--- src/rtl/qvga_chroma_compositor_if.sv ---
// qvga_chroma_compositor_if: frame-buffer RAM and background ROM read bus
//   master (compositor): d_en, rAddr, bg_bank, bg_addr out; rData, bg_data in
//   slave  (memories):   the reverse
//   Both memories are synchronous with a read latency of exactly one clock.
interface qvga_chroma_compositor_if #(
  parameter int BANK_W = 2
);
  logic              d_en;
  logic [16:0]       rAddr;
  logic [15:0]       rData;
  logic [BANK_W-1:0] bg_bank;
  logic [14:0]       bg_addr;
  logic [15:0]       bg_data;
  modport master (output d_en, rAddr, bg_bank, bg_addr, input rData, bg_data);
  modport slave  (input d_en, rAddr, bg_bank, bg_addr, output rData, bg_data);
endinterface

--- src/rtl/qvga_chroma_compositor.sv ---
// qvga_chroma_compositor: frame-buffer reader and chroma-key compositor, 2-cycle pipeline
//   clk, reset_n          pixel clock, asynchronous active-low reset
//   x_pixel, y_pixel, DE  display coordinates and enable from the VGA timing controller
//   frame_start           blanking pulse; latches upscale, key_en and bg_sel
//   rclk                  memory clock (copy of clk)
//   mem                   frame-buffer / background-ROM read bus (master side)
//   camera_pixel          RGB444 result, pix_valid marks in-window DE pixels
//   key_count             keyed pixels in the previous frame (only with CHROMA_KEY_STATS_EN)
module qvga_chroma_compositor #(
  parameter int H_ACT      = 640,
  parameter int V_ACT      = 480,
  parameter int SRC_W      = 320,
  parameter int SRC_H      = 240,
  parameter int BG_W       = 160,
  parameter int BG_H       = 120,
  parameter int KEY_MARGIN = 2,
  parameter int BANK_W     = 2
) (
  input  logic                     clk,
  input  logic                     reset_n,
  input  logic [9:0]               x_pixel,
  input  logic [9:0]               y_pixel,
  input  logic                     DE,
  input  logic                     frame_start,
  input  logic                     upscale,
  input  logic                     key_en,
  input  logic [BANK_W-1:0]        bg_sel,
  output logic                     rclk,
  qvga_chroma_compositor_if.master mem,
  output logic [11:0]              camera_pixel,
  output logic                     pix_valid
`ifdef CHROMA_KEY_STATS_EN
  ,
  output logic [16:0]              key_count
`endif
);
  logic              upscale_q, key_en_q, v1_q, valid_q, win, keyed;
  logic [BANK_W-1:0] bg_bank_q;
  logic [9:0]        fx, fy, bx, by;
  logic [3:0]        r, g, b;
  logic [11:0]       pix_d, pix_q;
  logic              unused_ok;
  assign rclk = clk;
  // The background is half the source resolution, so it is always sampled one shift coarser.
  always_comb begin
    win = upscale_q ? ({1'b0, x_pixel} < 11'(H_ACT) && {1'b0, y_pixel} < 11'(V_ACT))
                    : ({1'b0, x_pixel} < 11'(SRC_W) && {1'b0, y_pixel} < 11'(SRC_H));
    fx  = upscale_q ? x_pixel >> 1 : x_pixel;
    fy  = upscale_q ? y_pixel >> 1 : y_pixel;
    bx  = upscale_q ? x_pixel >> 2 : x_pixel >> 1;
    by  = upscale_q ? y_pixel >> 2 : y_pixel >> 1;
  end
  assign mem.d_en    = win & DE;
  assign mem.rAddr   = win ? 17'(fy) * 17'(SRC_W) + 17'(fx) : '0;
  assign mem.bg_addr = win ? 15'(by) * 15'(BG_W) + 15'(bx) : '0;
  assign mem.bg_bank = bg_bank_q;
  assign r = mem.rData[15:12];
  assign g = mem.rData[10:7];
  assign b = mem.rData[4:1];
  // 5-bit compares so that R or B near 15 plus the margin cannot wrap and fake a key.
  assign keyed = key_en_q && ({1'b0, g} > {1'b0, r} + 5'(KEY_MARGIN))
                          && ({1'b0, g} > {1'b0, b} + 5'(KEY_MARGIN));
  assign pix_d = keyed ? {mem.bg_data[15:12], mem.bg_data[10:7], mem.bg_data[4:1]}
               : v1_q  ? {r, g, b} : 12'h000;
  always_ff @(posedge clk or negedge reset_n) begin
    if (!reset_n) begin
      upscale_q <= 1'b0;
      key_en_q  <= 1'b0;
      bg_bank_q <= '0;
      v1_q      <= 1'b0;
      pix_q     <= '0;
      valid_q   <= 1'b0;
    end else begin
      if (frame_start) begin
        upscale_q <= upscale;
        key_en_q  <= key_en;
        bg_bank_q <= bg_sel;
      end
      v1_q    <= DE && win;
      pix_q   <= pix_d;
      valid_q <= v1_q;
    end
  end
  assign camera_pixel = pix_q;
  assign pix_valid    = valid_q;
`ifdef CHROMA_KEY_STATS_EN
  logic [16:0] cnt_q, cnt_d, key_count_q;
  // A keyed pixel on the frame_start cycle opens the new frame's count.
  assign cnt_d = frame_start ? {16'd0, keyed} : cnt_q + {16'd0, keyed && cnt_q != 17'h1FFFF};
  always_ff @(posedge clk or negedge reset_n) begin
    if (!reset_n) begin
      cnt_q       <= '0;
      key_count_q <= '0;
    end else begin
      cnt_q <= cnt_d;
      if (frame_start) key_count_q <= cnt_q;
    end
  end
  assign key_count = key_count_q;
`endif
  assign unused_ok = ^{mem.rData[11], mem.rData[6:5], mem.rData[0], mem.bg_data[11],
                       mem.bg_data[6:5], mem.bg_data[0], mem.d_en, 1'(BG_H)};
endmodule
--- src/flat_wrapper.sv ---
// flat-port wrapper written by rule: the top's interface ports become plain ports
module qvga_chroma_compositor_flat 
#(
  parameter int H_ACT      = 640,
  parameter int V_ACT      = 480,
  parameter int SRC_W      = 320,
  parameter int SRC_H      = 240,
  parameter int BG_W       = 160,
  parameter int BG_H       = 120,
  parameter int KEY_MARGIN = 2,
  parameter int BANK_W     = 2
)
  (clk, reset_n, x_pixel, y_pixel, DE, frame_start, upscale, key_en, bg_sel, rclk, camera_pixel, pix_valid, mem_d_en, mem_rAddr, mem_bg_bank, mem_bg_addr, mem_rData, mem_bg_data);
  qvga_chroma_compositor_if #(.BANK_W(BANK_W)) mem_i ();
  input  logic clk;
  input  logic reset_n;
  input  logic [9:0] x_pixel;
  input  logic [9:0] y_pixel;
  input  logic DE;
  input  logic frame_start;
  input  logic upscale;
  input  logic key_en;
  input  logic [BANK_W-1:0] bg_sel;
  output logic rclk;
  output logic [11:0] camera_pixel;
  output logic pix_valid;
  output wire logic [$bits(mem_i.d_en)-1:0] mem_d_en;
  output wire logic [$bits(mem_i.rAddr)-1:0] mem_rAddr;
  output wire logic [$bits(mem_i.bg_bank)-1:0] mem_bg_bank;
  output wire logic [$bits(mem_i.bg_addr)-1:0] mem_bg_addr;
  input wire logic [$bits(mem_i.rData)-1:0] mem_rData;
  input wire logic [$bits(mem_i.bg_data)-1:0] mem_bg_data;
  assign mem_d_en = mem_i.d_en;
  assign mem_rAddr = mem_i.rAddr;
  assign mem_bg_bank = mem_i.bg_bank;
  assign mem_bg_addr = mem_i.bg_addr;
  assign mem_i.rData = mem_rData;
  assign mem_i.bg_data = mem_bg_data;
  qvga_chroma_compositor #(.H_ACT(H_ACT), .V_ACT(V_ACT), .SRC_W(SRC_W), .SRC_H(SRC_H), .BG_W(BG_W), .BG_H(BG_H), .KEY_MARGIN(KEY_MARGIN), .BANK_W(BANK_W)) u_core (.clk(clk), .reset_n(reset_n), .x_pixel(x_pixel), .y_pixel(y_pixel), .DE(DE), .frame_start(frame_start), .upscale(upscale), .key_en(key_en), .bg_sel(bg_sel), .rclk(rclk), .mem(mem_i), .camera_pixel(camera_pixel), .pix_valid(pix_valid));
endmodule
--- config.mk ---
export PLATFORM = sky130hd
export DESIGN_NAME = qvga_chroma_compositor_flat
export DESIGN_NICKNAME = d
export VERILOG_FILES = /design/src/rtl/qvga_chroma_compositor_if.sv /design/src/rtl/qvga_chroma_compositor.sv /design/src/flat_wrapper.sv
export SDC_FILE = /design/constraint.sdc
export NUM_CORES = 1
export LEC_CHECK = 0
export CAP_MARGIN = 20
export CELL_PAD_IN_SITES_DETAIL_PLACEMENT = 1
export CELL_PAD_IN_SITES_GLOBAL_PLACEMENT = 1
export CORE_ASPECT_RATIO = 1.2
export CORE_MARGIN = 2
export CORE_UTILIZATION = 25
export CTS_BUF_LIST = sky130_fd_sc_hd__clkbuf_2
export DETAILED_ROUTE_END_ITERATION = 10
export GPL_TIMING_DRIVEN = 0
export PLACE_DENSITY_LB_ADDON = 0.1
export SLEW_MARGIN = 10
export SYNTH_ARGS = -nofsm -noshare
export SYNTH_HDL_FRONTEND = slang
export SYNTH_SLANG_ARGS = --single-unit
export TNS_END_PERCENT = 10
--- constraint.sdc ---
create_clock -name clk -period 6.05 [get_ports clk]
set_input_delay 1.21 -clock clk [delete_from_list [all_inputs] [get_ports clk]]
set_output_delay 1.21 -clock clk [all_outputs]
set_load 0.02 [all_outputs]
==> qor_table.md <==
| Result | This run |
|---|---|
| Number of non-filler instances in the completed layout | 499 |
| Placed cell count | 492 |
| Die Footprint | 10300 um^2 |
| Area added between synthesis and finish | 51.1% |
| Post-detail-place hpwl | 6.02 mm |
| Proportion of layout cells with a drive suffix above 1 | 12.4% |
| Met2 wire len | 3.75 mm |
| 1st-pass router iterations | 4 |
| Startpoint class of the critical path | input pin |
| Worst-margin pin slew | 767 ps |
| Routed wirelength normalized by instance count | 14.2 um |
| Total area of multi-input combinational cells | 1770 um^2 |
| Antenna diode instance count | 0 |
| Mean instance size in the synthesized netlist | 8.72 um^2 |
| Number of antenna violations at the first check in global routing | 0 |
| Total Wirelength | 7.08 mm |
| Most frequent standard cell in the layout excluding fill and tap cells | sky130_fd_sc_hd__clkdlybuf4s50_1 |
| Slew Viols, Final | 0 |
| Port buffer count | 100 |
| IR Drop Worst-Case VDD | 0.0000943 V |
| DRC marker count from the first detailed-route iteration | 20 |
| Final-stage net count | 477 |
| Vias in the first global route | 2456 |
| Most frequent cells in the layout | sky130_fd_sc_hd__clkdlybuf4s50_1 (96), sky130_fd_sc_hd__ha_1 (33), sky130_fd_sc_hd__nor2_1 (23) |
| Initial Util | 25.9% |
| Seq cells post-synth | 18 |
| P per Cell Area | 212 nW/um^2 |
| Mapped Nets | 368 |
| ANT nets after route | 0 |
| Final sum of negative setup slack | 0 ps |
| Count of max-cap constraint violations | 0 |
| Number of ports placed on the die boundary | 109 |
| Arrival time at the worst endpoint | 4630 ps |
| Die W | 92.8 um |
| Maximum number of pins on one net before global-route repair | 19 |
| Clock transition time at the flip-flop clock pins of the worst setup and hold paths | 160 ps |
| Post CTS Setup Buffer Count | 0 |
| Fillcell total | 1092 |
| Fin. Hold Viols | 0 |
| Kind of critical path | input pin to primary output |
| Leakage power total | 1.58 nW |
| Global routing usage summed across all routing layers | 14.3% |
| Kind of capture point of the worst setup path | primary output |
| Hold Buf Count CTS | 0 |
| Data required time of the critical path | 4840 ps |
| Max-slew headroom at the worst pin | 48.7% |
| Clock period minus final worst setup slack | 5840 ps |
| Top metal layer carrying routed signals | met4 |
| Die height | 111 um |
| Setup repair after global routing missed its margin | no |
| Total number of yosys warnings | 0 |
| Routed length on met3 | 264 um |
| Post-route DRC | 0 |
| Status | finished clean |
| Number of vias after detailed routing | 2296 |
| Highest achievable clock rate | 171 MHz |
| Register area share after synthesis | 19.1% |
| Min-delay worst type | flop to flop |
| Hold slack | 455 ps |
| Clk_lat worst skew | 400 ps |
| Global-route wire length before repair | 11.8 mm |
| Number of instances in the synthesized netlist | 271 |
| Synth Cell Area | 2360 um^2 |
| Ratio of routed vias to standard cells | 4.60 |
| Core Area | 9130 um^2 |
| M1 wire length | 2.96 mm |
| Number of setup violations in the final report | 0 |
| TritonCTS clock tree | built |
| Num rows | 38 |
| Sequential Area | 450 um^2 |
| Critical Path Fanout Max | 4 |
| Count of different cell masters after synthesis | 39 |
| Final weighted congestion of routability-driven global placement | 0.788 |
| Clock Skews | 0.717 ps |
| Post-route fraction of the period consumed by the critical path | 96.5% |
| Sum of overflow across all layers after global routing | 0 |
-- synth_stat cells --
library cell	n	area share [%]
sky130_fd_sc_hd__nor3b_1	3	0.95
sky130_fd_sc_hd__fa_1	4	3.4
sky130_fd_sc_hd__mux2_2	16	7.6
sky130_fd_sc_hd__buf_4	7	2.2
sky130_fd_sc_hd__o31ai_1	2	0.64
sky130_fd_sc_hd__mux2i_1	18	7.6
sky130_fd_sc_hd__o21ai_0	5	1.1
sky130_fd_sc_hd__inv_1	21	3.3
sky130_fd_sc_hd__and3_1	2	0.53
sky130_fd_sc_hd__nand2_1	17	2.7
sky130_fd_sc_hd__a21oi_2	1	0.37
sky130_fd_sc_hd__dfrtp_1	18	19
sky130_fd_sc_hd__a211oi_1	1	0.32
sky130_fd_sc_hd__a21oi_1	14	3.0
sky130_fd_sc_hd__xor2_1	7	2.6
sky130_fd_sc_hd__nor2_1	23	3.7
sky130_fd_sc_hd__or4_1	2	0.64
sky130_fd_sc_hd__nor2b_1	11	2.9
sky130_fd_sc_hd__a21boi_0	1	0.32
sky130_fd_sc_hd__or3_1	1	0.26
sky130_fd_sc_hd__a31oi_1	2	0.53
sky130_fd_sc_hd__ha_1	33	17
sky130_fd_sc_hd__xor2_2	1	0.69
sky130_fd_sc_hd__nand4_1	4	1.1
sky130_fd_sc_hd__clkbuf_1	5	0.79
sky130_fd_sc_hd__o21ai_1	2	0.42
sky130_fd_sc_hd__a311oi_1	2	0.74
sky130_fd_sc_hd__nand3_1	4	0.85
sky130_fd_sc_hd__nor4_1	3	0.79
sky130_fd_sc_hd__a41oi_1	2	0.74
sky130_fd_sc_hd__a21o_2	1	0.37
sky130_fd_sc_hd__xnor2_1	18	6.7
sky130_fd_sc_hd__or2_2	2	0.53
sky130_fd_sc_hd__clkbuf_2	1	0.21
sky130_fd_sc_hd__or3_4	1	0.48
sky130_fd_sc_hd__a21o_1	9	2.9
sky130_fd_sc_hd__buf_2	3	0.64
sky130_fd_sc_hd__nor3_1	1	0.21
sky130_fd_sc_hd__nand2b_1	3	0.79
-- layer usage --
metal  up-vias  track usage, %
met5         -               0
met4         0            4.90
met3         9            1.43
met2        56            26.2
met1      1079            17.1
li1       1152               -
-- metrics by stage --
step	instance area (um^2)	util (%)	power, mW	setup slack [ps]
5_1_grt	3570	39.1	0.832	6.21
6_report	3570	39.1	0.756	212
2_1_floorplan	2360	-	0.501	838
3_3_place_gp	3510	38.5	0.681	-263
3_5_place_dp	3520	38.6	0.685	-257
4_1_cts	3560	39.0	0.762	40.2
-- critical path, cell delays in order --
cell,delay (ps)
sky130_fd_sc_hd__clkdlybuf4s50_1,430
sky130_fd_sc_hd__mux2_2,330
sky130_fd_sc_hd__ha_1,310
sky130_fd_sc_hd__ha_1,240
sky130_fd_sc_hd__fa_1,430
sky130_fd_sc_hd__a21o_2,230
sky130_fd_sc_hd__a21oi_1,220
sky130_fd_sc_hd__xnor2_2,160
sky130_fd_sc_hd__nand3_1,170
sky130_fd_sc_hd__xnor2_1,160
sky130_fd_sc_hd__nor2_1,100
sky130_fd_sc_hd__clkdlybuf4s50_1,620
-- final timing paths --
path | startpoint | endpoint | slack (ps) | cells after the start
max | y_pixel[2] | mem_rAddr[14] | 210 | 12
min | u_core.v1_q$_DFF_PN0_ | u_core.pix_valid$_DFF_PN0_ | 460 | 0
max reg2reg | u_core.key_en_q$_DFFE_PN0P_ | u_core.camera_pixel[1]$_DFF_PN0_ | 4240 | 4
min reg2reg | u_core.v1_q$_DFF_PN0_ | u_core.pix_valid$_DFF_PN0_ | 460 | 0
max in group asynchronous | reset_n | u_core.pix_valid$_DFF_PN0_ | 4340 | 1
min in group asynchronous | reset_n | u_core.camera_pixel[1]$_DFF_PN0_ | 1240 | 1
-- where the power goes --
| part | internal (mW) | switching, mW |
|---|---|---|
| clock network | 0.0469 | 0.0556 |
| registers | 0.129 | 0.00303 |
| logic | 0.252 | 0.270 |
-- cell families after synthesis --
kind of cell	count (synthesis)	share of synthesized area, %
simple gates	77	16.4
buf+inv	37	7.20
flops	18	19.1
xor+xnor	26	9.95
mux	34	15.2
compound gates	42	11.3
fa+ha+maj	37	20.9
-- timing repair --
item | CTS | global route
gates resized for setup | 5 | 8
setup endpoints to repair | 5 | 7
hold endpoints to repair | 0 | 0
gates cloned | 0 | 0
pin swaps | 0 | 1
-- flip-flops by register name, indices dropped and copies added (netlist names) --
| register | count |
|---|---|
| u_core.key_en_q | 1 |
| u_core.pix_valid | 1 |
| u_core.v1_q | 1 |
| u_core.camera_pixel | 12 |
| u_core.upscale_q | 1 |
| u_core.mem.bg_bank | 2 |
-- final cells by class --
cell class | instances | share of cell area (%)
Multi-Input combinational cell | 216 | 49.6
Timing Repair Buffer | 100 | 27.6
Sequential cell | 18 | 12.6
Tap cell | 120 | 4.20
Buffer | 16 | 2.56
Inverter | 21 | 2.21
Clock buffer | 7 | 1.12
Clock inverter | 1 | 0.105
Power figures use the tool's default switching activity.
